[src/rtl/serial_addsub_unit.sv]
// Multi-cycle adder/subtractor: WIDTH bits processed CHUNK bits per clock, LSB slice first.
// Optional macro ADDSUB_SAT_EN clamps the result to signed max/min on signed overflow.
module serial_addsub_unit #(
    parameter int WIDTH = 16,
    parameter int CHUNK = 4
) (
    input  logic             clk,
    input  logic             rst,
    input  logic             start,
    input  logic             sub,
    input  logic [WIDTH-1:0] op_a,
    input  logic [WIDTH-1:0] op_b,
    output logic             busy,
    output logic             done,
    output logic [WIDTH-1:0] result,
    output logic             carry_out,
    output logic             overflow,
    output logic             zero
);

    localparam int N  = (CHUNK >= 1) ? WIDTH / CHUNK : 1;
    localparam int CW = (N > 1) ? $clog2(N) : 1;

    generate
        if (CHUNK < 1 || (WIDTH % CHUNK) != 0) begin : g_bad_params
            $error("serial_addsub_unit: WIDTH must be a positive multiple of CHUNK");
        end
    endgenerate

    typedef enum logic {IDLE, RUN} state_t;

    state_t            state, state_nx;
    logic              accept, last;
    logic [WIDTH-1:0]  a_reg, b_reg, work;
    logic              carry;
    logic [CW-1:0]     cnt;
    logic [CHUNK-1:0]  a_slice, b_slice;
    logic [CHUNK:0]    slice_sum;
    logic [WIDTH-1:0]  full_sum, final_res;
    logic              ovf;

    always_ff @(posedge clk or posedge rst) begin
        if (rst) state <= IDLE;
        else     state <= state_nx;
    end

    always_comb begin
        state_nx = state;
        accept   = 1'b0;
        last     = 1'b0;
        case (state)
            IDLE: begin
                if (start) begin
                    accept   = 1'b1;
                    state_nx = RUN;
                end
            end
            RUN: begin
                if (cnt == CW'(N - 1)) begin
                    last     = 1'b1;
                    state_nx = IDLE;
                end
            end
            default: state_nx = IDLE;
        endcase
    end

    // The final slice is merged combinationally so outputs load the complete sum in one edge
    always_comb begin
        a_slice   = a_reg[cnt*CHUNK +: CHUNK];
        b_slice   = b_reg[cnt*CHUNK +: CHUNK];
        slice_sum = {1'b0, a_slice} + {1'b0, b_slice} + {{CHUNK{1'b0}}, carry};
        full_sum  = work;
        full_sum[cnt*CHUNK +: CHUNK] = slice_sum[CHUNK-1:0];
        ovf       = (a_reg[WIDTH-1] == b_reg[WIDTH-1]) && (full_sum[WIDTH-1] != a_reg[WIDTH-1]);
        final_res = full_sum;
`ifdef ADDSUB_SAT_EN
        if (ovf) begin
            final_res = a_reg[WIDTH-1] ? {1'b1, {(WIDTH-1){1'b0}}} : {1'b0, {(WIDTH-1){1'b1}}};
        end
`endif
    end

    always_ff @(posedge clk or posedge rst) begin
        if (rst) begin
            a_reg     <= '0;
            b_reg     <= '0;
            work      <= '0;
            carry     <= 1'b0;
            cnt       <= '0;
            busy      <= 1'b0;
            done      <= 1'b0;
            result    <= '0;
            carry_out <= 1'b0;
            overflow  <= 1'b0;
            zero      <= 1'b0;
        end else begin
            done <= 1'b0;
            if (accept) begin
                a_reg <= op_a;
                b_reg <= op_b ^ {WIDTH{sub}};
                carry <= sub;
                cnt   <= '0;
                busy  <= 1'b1;
            end else if (state == RUN) begin
                work  <= full_sum;
                carry <= slice_sum[CHUNK];
                cnt   <= cnt + 1'b1;
                if (last) begin
                    cnt       <= '0;
                    result    <= final_res;
                    carry_out <= slice_sum[CHUNK];
                    overflow  <= ovf;
                    zero      <= (final_res == '0);
                    done      <= 1'b1;
                    busy      <= 1'b0;
                end
            end
        end
    end

endmodule

[config.mk]
export PLATFORM = sky130hd
export DESIGN_NAME = serial_addsub_unit
export DESIGN_NICKNAME = d
export VERILOG_FILES = /design/src/rtl/serial_addsub_unit.sv
export SDC_FILE = /design/constraint.sdc
export NUM_CORES = 1
export LEC_CHECK = 0
export CAP_MARGIN = 15
export CORE_MARGIN = 1
export CORE_UTILIZATION = 57
export DETAILED_ROUTE_END_ITERATION = 8
export GPL_TIMING_DRIVEN = 0
export PLACE_DENSITY = 0.85
export SLEW_MARGIN = 25
export SYNTH_ARGS = -nofsm -noshare
export SYNTH_HDL_FRONTEND = slang
export SYNTH_SLANG_ARGS = --single-unit
export TNS_END_PERCENT = 100
[constraint.sdc]
create_clock -name clk -period 6.08 [get_ports clk]
set_input_delay 1.216 -clock clk [delete_from_list [all_inputs] [get_ports clk]]
set_output_delay 1.216 -clock clk [all_outputs]
set_load 0.05 [all_outputs]
==> results of run 1 <==
-- synth_stat cells, types with 2 or more instances --
master	instances	area, sq um
a221oi_1	8	70.1
nor2b_1	4	25.0
a31oi_1	3	18.8
mux2_2	16	180
a21oi_1	7	35.0
buf_1	2	7.51
fa_1	2	40.0
or4_1	2	15.0
ha_1	8	100
nor2_1	26	97.6
a22o_1	2	17.5
a21o_1	2	15.0
nand2_1	46	173
xor2_1	2	17.5
o21ai_0	33	165
nor3b_1	2	15.0
xnor2_1	18	158
nand2b_1	2	12.5
o21ai_1	2	10.0
mux4_2	8	180
buf_2	4	20.0
clkbuf_1	10	37.5
dfrtp_1	69	1730
inv_1	14	52.6
and2_1	2	12.5
-- worst paths after layout --
path                       startpoint        end  slack [ns]
min reg2reg                 result[1]  result[1]        0.48
min in group asynchronous         rst   a_reg[1]        1.18
min                         result[1]  result[1]        0.48
max reg2reg                    cnt[0]       zero        2.78
max                            cnt[0]       zero        2.78
max in group asynchronous         rst      state        4.37
-- area by class of cell --
class / instances / area share
clock inverters: 2 / 0.00242
clock buffers: 13 / 0.0360
well taps: 72 / 0.0218
inverters: 14 / 0.0133
flip-flops and latches: 69 / 0.417
multi-input cells: 209 / 0.354
repair buffers: 56 / 0.140
plain buffers: 16 / 0.0157
-- layer usage --
layer	vias up	share of wire	wire, um	track usage
met2	81	0.52	3560	0.462
met5	-	0	0	0
met4	0	0.020	139	0.115
met1	1221	0.41	2830	0.301
li1	1196	-	-	-
met3	15	0.050	347	0.0581
-- worst register-to-register path, cell delays in order, from the launching register on --
cell      delay, ns
dfrtp_1        0.49
buf_2          0.35
mux4_2         0.58
fa_1           0.43
inv_1          0.08
fa_1           0.34
inv_1          0.14
nor2_1         0.14
o221ai_1       0.13
or4_1          0.41
o21ai_1        0.14
-- metrics by stage --
stage	setup WS (ns)	util	hold WS, ns
floorplan	3.12	-	0.445
global placement	2.04	0.713	0.456
detailed placement	2.81	0.718	0.467
CTS	2.80	0.747	0.482
global route	2.56	0.747	0.501
finish	2.78	0.747	0.480
-- cell families (layout without fill, tap and decap cells) --
family,count (synthesis),in the layout
flip-flops,69,69
buffers and inverters,30,101
multiplexers,25,25
AO/OA/AOI/OAI,65,65
XOR/XNOR,20,20
AND/OR/NAND/NOR,89,89
adder cells (fa/ha/maj),10,10
==> results.cfg, run 1 <==
[run_status]
status = completed

[clock_tree]
clk_latency_ns = 0.34
cts_tree = yes
hold_buffers = 0
cts.path.max_buffers = 2
clk_pin_slew_ns = 0.07
htreeDepth = 3
numCtsBuffers = 9
root_buffer = clkbuf_8
post_cts_resize_count = 0
cts.sink_count = 69
post_cts_buffers = 0

[yosys]
synth-compound-area-share = 0.120
synth_nets = 354
yosys_warnings = 0
synth_top_flop_cell = dfrtp_1
syn-cell-area_sq_um = 3310
synthAdderAreaFrac = 0.0424
ys_seq_area_frac = 0.522
async_flop_share = 1.00
synth_top_family_by_area = compound AO/OA/AOI/OAI gates
synth_xor_area_frac = 0.0530
ys_types = 39
ys_ff_latch = 69
synthMuxAreaShare = 0.112
synth-edff-count = 0
synthSimpleGateAreaFrac = 0.115
syn_inst = 308
avgSynthCellArea_sq_um = 10.7

[route]
drt.antenna.violating_nets = 0
drt-initial-drc-count = 156
viasPerCell = 5.57
remaining_drc_errors = 0
drtPass1Iterations = 4
via_count = 2513
wirelength_um = 6880
wl_per_cell_um = 15.3

[setup_path]
endpoint_kind = flip-flop
cp-start-kind = flip-flop
timing_worst_setup_path_type = flip-flop to flip-flop
arrival_ns = 3.57
cp_top_family = adder cells
cp.required_ns = 6.35
reg2reg_depth = 10
worstPathMaxFanout = 10
max_stage_delay_ns = 0.57
critPathBufInv = 3
path_depth = 10
slowest_stage = mux4_2
cp_cell_sequence = buf_2 -> mux4_2 -> fa_1 -> inv_1 -> fa_1 -> inv_1 -> nor2_1 -> o221ai_1 -> or4_1 -> o21ai_1

[global_route]
grt_overflow = 0
antenna_found_initial = 0
grt_max_degree = 50
grt_pass1_vias = 2692
grt_pass1_wl_um = 12100
track_usage = 0.261

[sta]
fin_crit_ns = 3.30
tightestPinTransition_ns = 0.637
hold_viol = 0
slew_viol_final = 0
fin_setup_tns_ns = 0
rsz0062_at_grt = false
slew_headroom = 0.575
final.period_utilization = 0.542
worst_clock_skew_ns = 0.00675
setup_violations = 0
fmax_mhz = 303

[final_layout]
areaGrowthSynthToFinish_pct = 25.1
final_common_cell = dfrtp_1
fin_nets = 421
seqCellArea_sq_um = 1730
fin_area_sq_um = 4140
n_fill_cell = 386
num_antenna_cells = 0
multiInputGateArea_sq_um = 1460
layout_common_cells = 69 x dfrtp_1, 55 x clkdlybuf4s50_1, 46 x nand2_1
layoutNonFillerInstCount = 451
drive_gt1_frac = 0.111

[floorplan]
die_w_um = 78.2
floorplan.rows = 27
core-area_sq_um = 5540
start_util = 0.597
ios = 57
die_area_sq_um = 6110
fp.dieH_um = 78.2

[job]
max-cap-violations = 0

[worst_hold_path]
hold_depth = 2
min_path_type = flip-flop to flip-flop

[placement]
routabilityCongestion = 0.874
place_hpwl_um = 5000
placed_cell_area_sq_um = 3980
port_buffers = 55
placed_cells = 436
Power of run 1 is left out: the tool's default activity adds up to more than one toggle a clock period on the data nets, which glitch-free logic cannot reach.
==> inputs of run 2 (changes only) <==
--- a/config.mk
+++ b/config.mk
@@ -7,10 +7,10 @@
 export LEC_CHECK = 0
 export CAP_MARGIN = 15
 export CORE_MARGIN = 1
-export CORE_UTILIZATION = 57
+export CORE_UTILIZATION = 53
 export DETAILED_ROUTE_END_ITERATION = 8
 export GPL_TIMING_DRIVEN = 0
-export PLACE_DENSITY = 0.85
+export PLACE_DENSITY = 0.8
 export SLEW_MARGIN = 25
 export SYNTH_ARGS = -nofsm -noshare
 export SYNTH_HDL_FRONTEND = slang
==> constraint.sdc (replaced) <==
create_clock -name clk -period 3.5 [get_ports clk]
set_input_delay 0.7 -clock clk [delete_from_list [all_inputs] [get_ports clk]]
set_output_delay 0.7 -clock clk [all_outputs]
set_load 0.05 [all_outputs]
==> results.cfg, run 2 (synthesis gave the netlist of run 1 again) <==
[sta]
tightestPinTransition_ns = 0.626
slew_viol_final = 0
setup_violations = 0
final.period_utilization = 0.937
setup_slack_ns = 0.222
worst_clock_skew_ns = 0.00716
fin_setup_tns_ns = 0
rsz0062_at_grt = false
fmax_mhz = 305
slew_headroom = 0.582
fin_crit_ns = 3.28
hold_viol = 0

[route]
drtPass1Iterations = 4
remaining_drc_errors = 0
wirelength_um = 7190
via_count = 2536
wl_per_cell_um = 15.9
drt.antenna.violating_nets = 0
viasPerCell = 5.60
drt-initial-drc-count = 113

[clock_tree]
numCtsBuffers = 9
cts.path.max_buffers = 2
cts_tree = yes
cts.sink_count = 69
htreeDepth = 3
clk_latency_ns = 0.34
root_buffer = clkbuf_8
clk_pin_slew_ns = 0.07

[setup_path]
cp-start-kind = flip-flop
reg2reg_from = cnt[0]
critPathBufInv = 3
endpoint_kind = flip-flop
worstReg2RegEnd = zero
max_stage_delay_ns = 0.56
cp_cell_sequence = clkbuf_4 -> mux4_2 -> fa_1 -> inv_1 -> fa_1 -> inv_1 -> nor2_1 -> o221ai_1 -> or4_1 -> o21ai_1
cp_top_family = adder cells
worstPathMaxFanout = 10
arrival_ns = 3.53
cp.required_ns = 3.76
slowest_stage = mux4_2
reg2reg_depth = 10
rrSetupSlack_ns = 0.22
timing_worst_setup_path_type = flip-flop to flip-flop

[final_layout]
fin_nets = 421
layout_common_cells = 69 x dfrtp_1, 55 x clkdlybuf4s50_1, 46 x nand2_1
areaGrowthSynthToFinish_pct = 25.1
fin_area_sq_um = 4140
final_common_cell = dfrtp_1
num_antenna_cells = 0
drive_gt1_frac = 0.114

[global_route]
grt_max_degree = 52
track_usage = 0.253
grt_pass1_vias = 2662
antenna_found_initial = 0
grt_overflow = 0
grt_pass1_wl_um = 12300

[floorplan]
die_w_um = 81.0
floorplan.rows = 28
die_area_sq_um = 6560
ios = 57
core-area_sq_um = 5960
fp.dieH_um = 81.0
start_util = 0.555

[placement]
dp_slack_ns = 0.171
place_hpwl_um = 5370
routabilityCongestion = 0.900
placed_cell_area_sq_um = 3980
port_buffers = 55

[worst_hold_path]
hp-start = b_reg[0]
min_path_type = flip-flop to flip-flop
hold_depth = 2
hold_end = b_reg[0]

[run_status]
status = completed

[job]
max-cap-violations = 0
-- run 2: changes by cell type in the layout (fill, tap and decap cells not counted) --
cell / change
clkbuf_1: -1
clkinv_2: +1
xor2_2: +1
clkbuf_8: -1
xor2_1: -1
buf_2: -1
clkbuf_4: +1
-- run 2: metal layers --
layer / vias up / routed length, um / GRT usage
li1: 1194 / - / -
met1: 1263 / 2970 / 0.305
met2: 69 / 3840 / 0.449
met3: 10 / 307 / 0.0618
met4: 0 / 69 / 0.0714
met5: - / 0 / 0
-- run 2: worst max-delay path by stage --
| stage | cells after the start | endpoint | slack (ns) | from |
|---|---|---|---|---|
| after floorplan | 8 | overflow | 0.66 | cnt[0] |
| after global placement | 2 | result[4] | -0.03 | rst |
| after detailed placement | 8 | overflow | 0.17 | cnt[0] |
| after CTS | 8 | overflow | 0.18 | cnt[0] |
| after global routing | 10 | zero | 0.03 | cnt[0] |
| final | 10 | zero | 0.22 | cnt[0] |
-- run 2: through the flow --
step                 util  std cells  hold WS (ns)
detailed placement  0.668        439         0.469
finish              0.695        453         0.482
floorplan               -        308         0.445
CTS                 0.693        453         0.484
global placement    0.663        438         0.457
global route        0.695        453         0.512
-- run 2: repair_timing --
action,in CTS,in global routing
hold buffers,0,0
setup endpoints to repair,0,3
buffers inserted,0,0
resized for setup,0,2
-- run 2: area by class of cell --
| cell class | instances | area, sq um |
|---|---|---|
| Tap cell | 75 | 93.8 |
| Buffer | 16 | 67.6 |
| Clock inverter | 3 | 15.0 |
| Fill cell | 459 | 1820 |
| Inverter | 14 | 55.1 |
| Timing Repair Buffer | 56 | 578 |
| Sequential cell | 69 | 1730 |
| Multi-Input combinational cell | 209 | 1470 |
| Clock buffer | 11 | 131 |
-- run 2: worst register-to-register path: stages (launching register included) --
cell and delay, ns:
dfrtp_1 0.49, clkbuf_4 0.31, mux4_2 0.56, fa_1 0.44, inv_1 0.08, fa_1 0.34
inv_1 0.14, nor2_1 0.12, o221ai_1 0.12, or4_1 0.42, o21ai_1 0.18
Power of run 2 is left out for the same reason.
==> inputs of run 3 (changes only) <==
--- a/config.mk
+++ b/config.mk
@@ -11,7 +11,7 @@
 export DETAILED_ROUTE_END_ITERATION = 8
 export GPL_TIMING_DRIVEN = 0
 export PLACE_DENSITY = 0.8
-export SLEW_MARGIN = 25
+export SLEW_MARGIN = 40
 export SYNTH_ARGS = -nofsm -noshare
 export SYNTH_HDL_FRONTEND = slang
 export SYNTH_SLANG_ARGS = --single-unit
==> results.cfg, run 3 (synthesis gave the netlist of run 1 again) <==
[run_status]
status = completed

[sta]
setup_violations = 0
setup_slack_ns = 0.227
rsz0062_at_grt = false
slew_viol_final = 0
fmax_mhz = 306
final.period_utilization = 0.935
fin_crit_ns = 3.27
hold_viol = 0
slew_headroom = 0.541
tightestPinTransition_ns = 0.686
worst_clock_skew_ns = 0.0128

[clock_tree]
root_buffer = clkbuf_8
clk_latency_ns = 0.35
htreeDepth = 3
cts.path.max_buffers = 2
cts_tree = yes
numCtsBuffers = 9
hold_buffers = 0
cts.sink_count = 69
clk_pin_slew_ns = 0.08

[floorplan]
start_util = 0.555
floorplan.rows = 28
die_w_um = 81.0
ios = 57
core-area_sq_um = 5960
die_area_sq_um = 6560
fp.dieH_um = 81.0

[route]
via_count = 2529
viasPerCell = 5.56
wl_per_cell_um = 16.0
drt.antenna.violating_nets = 0
drtPass1Iterations = 4
wirelength_um = 7300
remaining_drc_errors = 0
drt-initial-drc-count = 170

[final_layout]
seqCellArea_sq_um = 1730
drive_gt1_frac = 0.116
num_antenna_cells = 0
multiInputGateArea_sq_um = 1460
n_fill_cell = 450
layout_common_cells = 69 x dfrtp_1, 55 x clkdlybuf4s50_1, 46 x nand2_1
final_common_cell = dfrtp_1
fin_nets = 421
areaGrowthSynthToFinish_pct = 27.3

[global_route]
track_usage = 0.259
grt_pass1_wl_um = 12400
grt_max_degree = 46
grt_pass1_vias = 2627
antenna_found_initial = 0
grt_overflow = 0

[setup_path]
timing_worst_setup_path_type = flip-flop to flip-flop
endpoint_kind = flip-flop
critPathCapture = zero
reg2reg_depth = 10
rrSetupSlack_ns = 0.23
worstPathMaxFanout = 10
cp-start-kind = flip-flop
cp.required_ns = 3.77
arrival_ns = 3.55
worstReg2RegEnd = zero
reg2reg_from = cnt[0]
crit_start = cnt[0]

[placement]
dp_slack_ns = 0.209
routabilityCongestion = 0.900
port_buffers = 55
place_hpwl_um = 5330

[job]
max-cap-violations = 0

[worst_hold_path]
min_path_type = flip-flop to flip-flop
-- run 3: changes by cell type in the layout (fill, tap and decap cells not counted), sizes merged --
| cell | before | now |
|---|---|---|
| bufinv | 0 | 2 |
| clkbuf | 22 | 24 |
| clkinv | 3 | 0 |
| clkinvlp | 0 | 1 |
-- run 3: how the worst min path moves through the flow --
stage,start,endpoint,slack (ns),cells past startpoint
floorplan,b_reg[10],b_reg[10],0.44,2
global placement,b_reg[2],b_reg[2],0.46,2
detailed placement,b_reg[1],b_reg[1],0.47,2
CTS,b_reg[1],b_reg[1],0.49,2
global route,b_reg[12],b_reg[12],0.52,2
finish,b_reg[13],b_reg[13],0.48,2
-- run 3: metrics by stage --
| step | utilization | setup TNS [ns] | instances | hold WS, ns | instance area, sq um |
|---|---|---|---|---|---|
| floorplan | - | 0 | 308 | 0.445 | 3310 |
| CTS | 0.707 | 0 | 455 | 0.486 | 4210 |
| global placement | 0.663 | -1.90 | 438 | 0.457 | 3950 |
| finish | 0.707 | 0 | 455 | 0.484 | 4210 |
| global route | 0.707 | 0 | 455 | 0.516 | 4210 |
| detailed placement | 0.668 | 0 | 439 | 0.471 | 3980 |
-- run 3: cell type report --
cell class              instances  area share
well taps                      75      0.0223
plain buffers                  16      0.0160
clock buffers                  13      0.0377
inverters                      14      0.0131
clock inverters                 3      0.0160
repair buffers                 56       0.137
flip-flops and latches         69       0.410
multi-input cells             209       0.347
-- run 3: layer usage --
layer / global-route usage / vias to the layer above / wire length, um / part of all wire
li1: - / 1197 / - / -
met1: 0.315 / 1228 / 3050 / 0.42
met2: 0.442 / 91 / 3710 / 0.51
met3: 0.0719 / 13 / 435 / 0.060
met4: 0.0911 / 0 / 106 / 0.015
met5: 0 / - / 0 / 0
-- run 3: repair_timing --
action | 4_1_cts | 5_1_grt
gates resized for setup | 0 | 1
buffers inserted | 0 | 0
endpoints found under the setup margin | 0 | 2
-- run 3: critical path, cell delays in order, from the launching register on --
cell	delay, ns
dfrtp_1	0.51
clkbuf_4	0.32
mux4_2	0.55
fa_1	0.43
inv_1	0.09
fa_1	0.34
inv_1	0.14
nor2_1	0.12
o221ai_1	0.12
or4_1	0.42
o21ai_1	0.17
Power of run 3 is left out for the same reason.
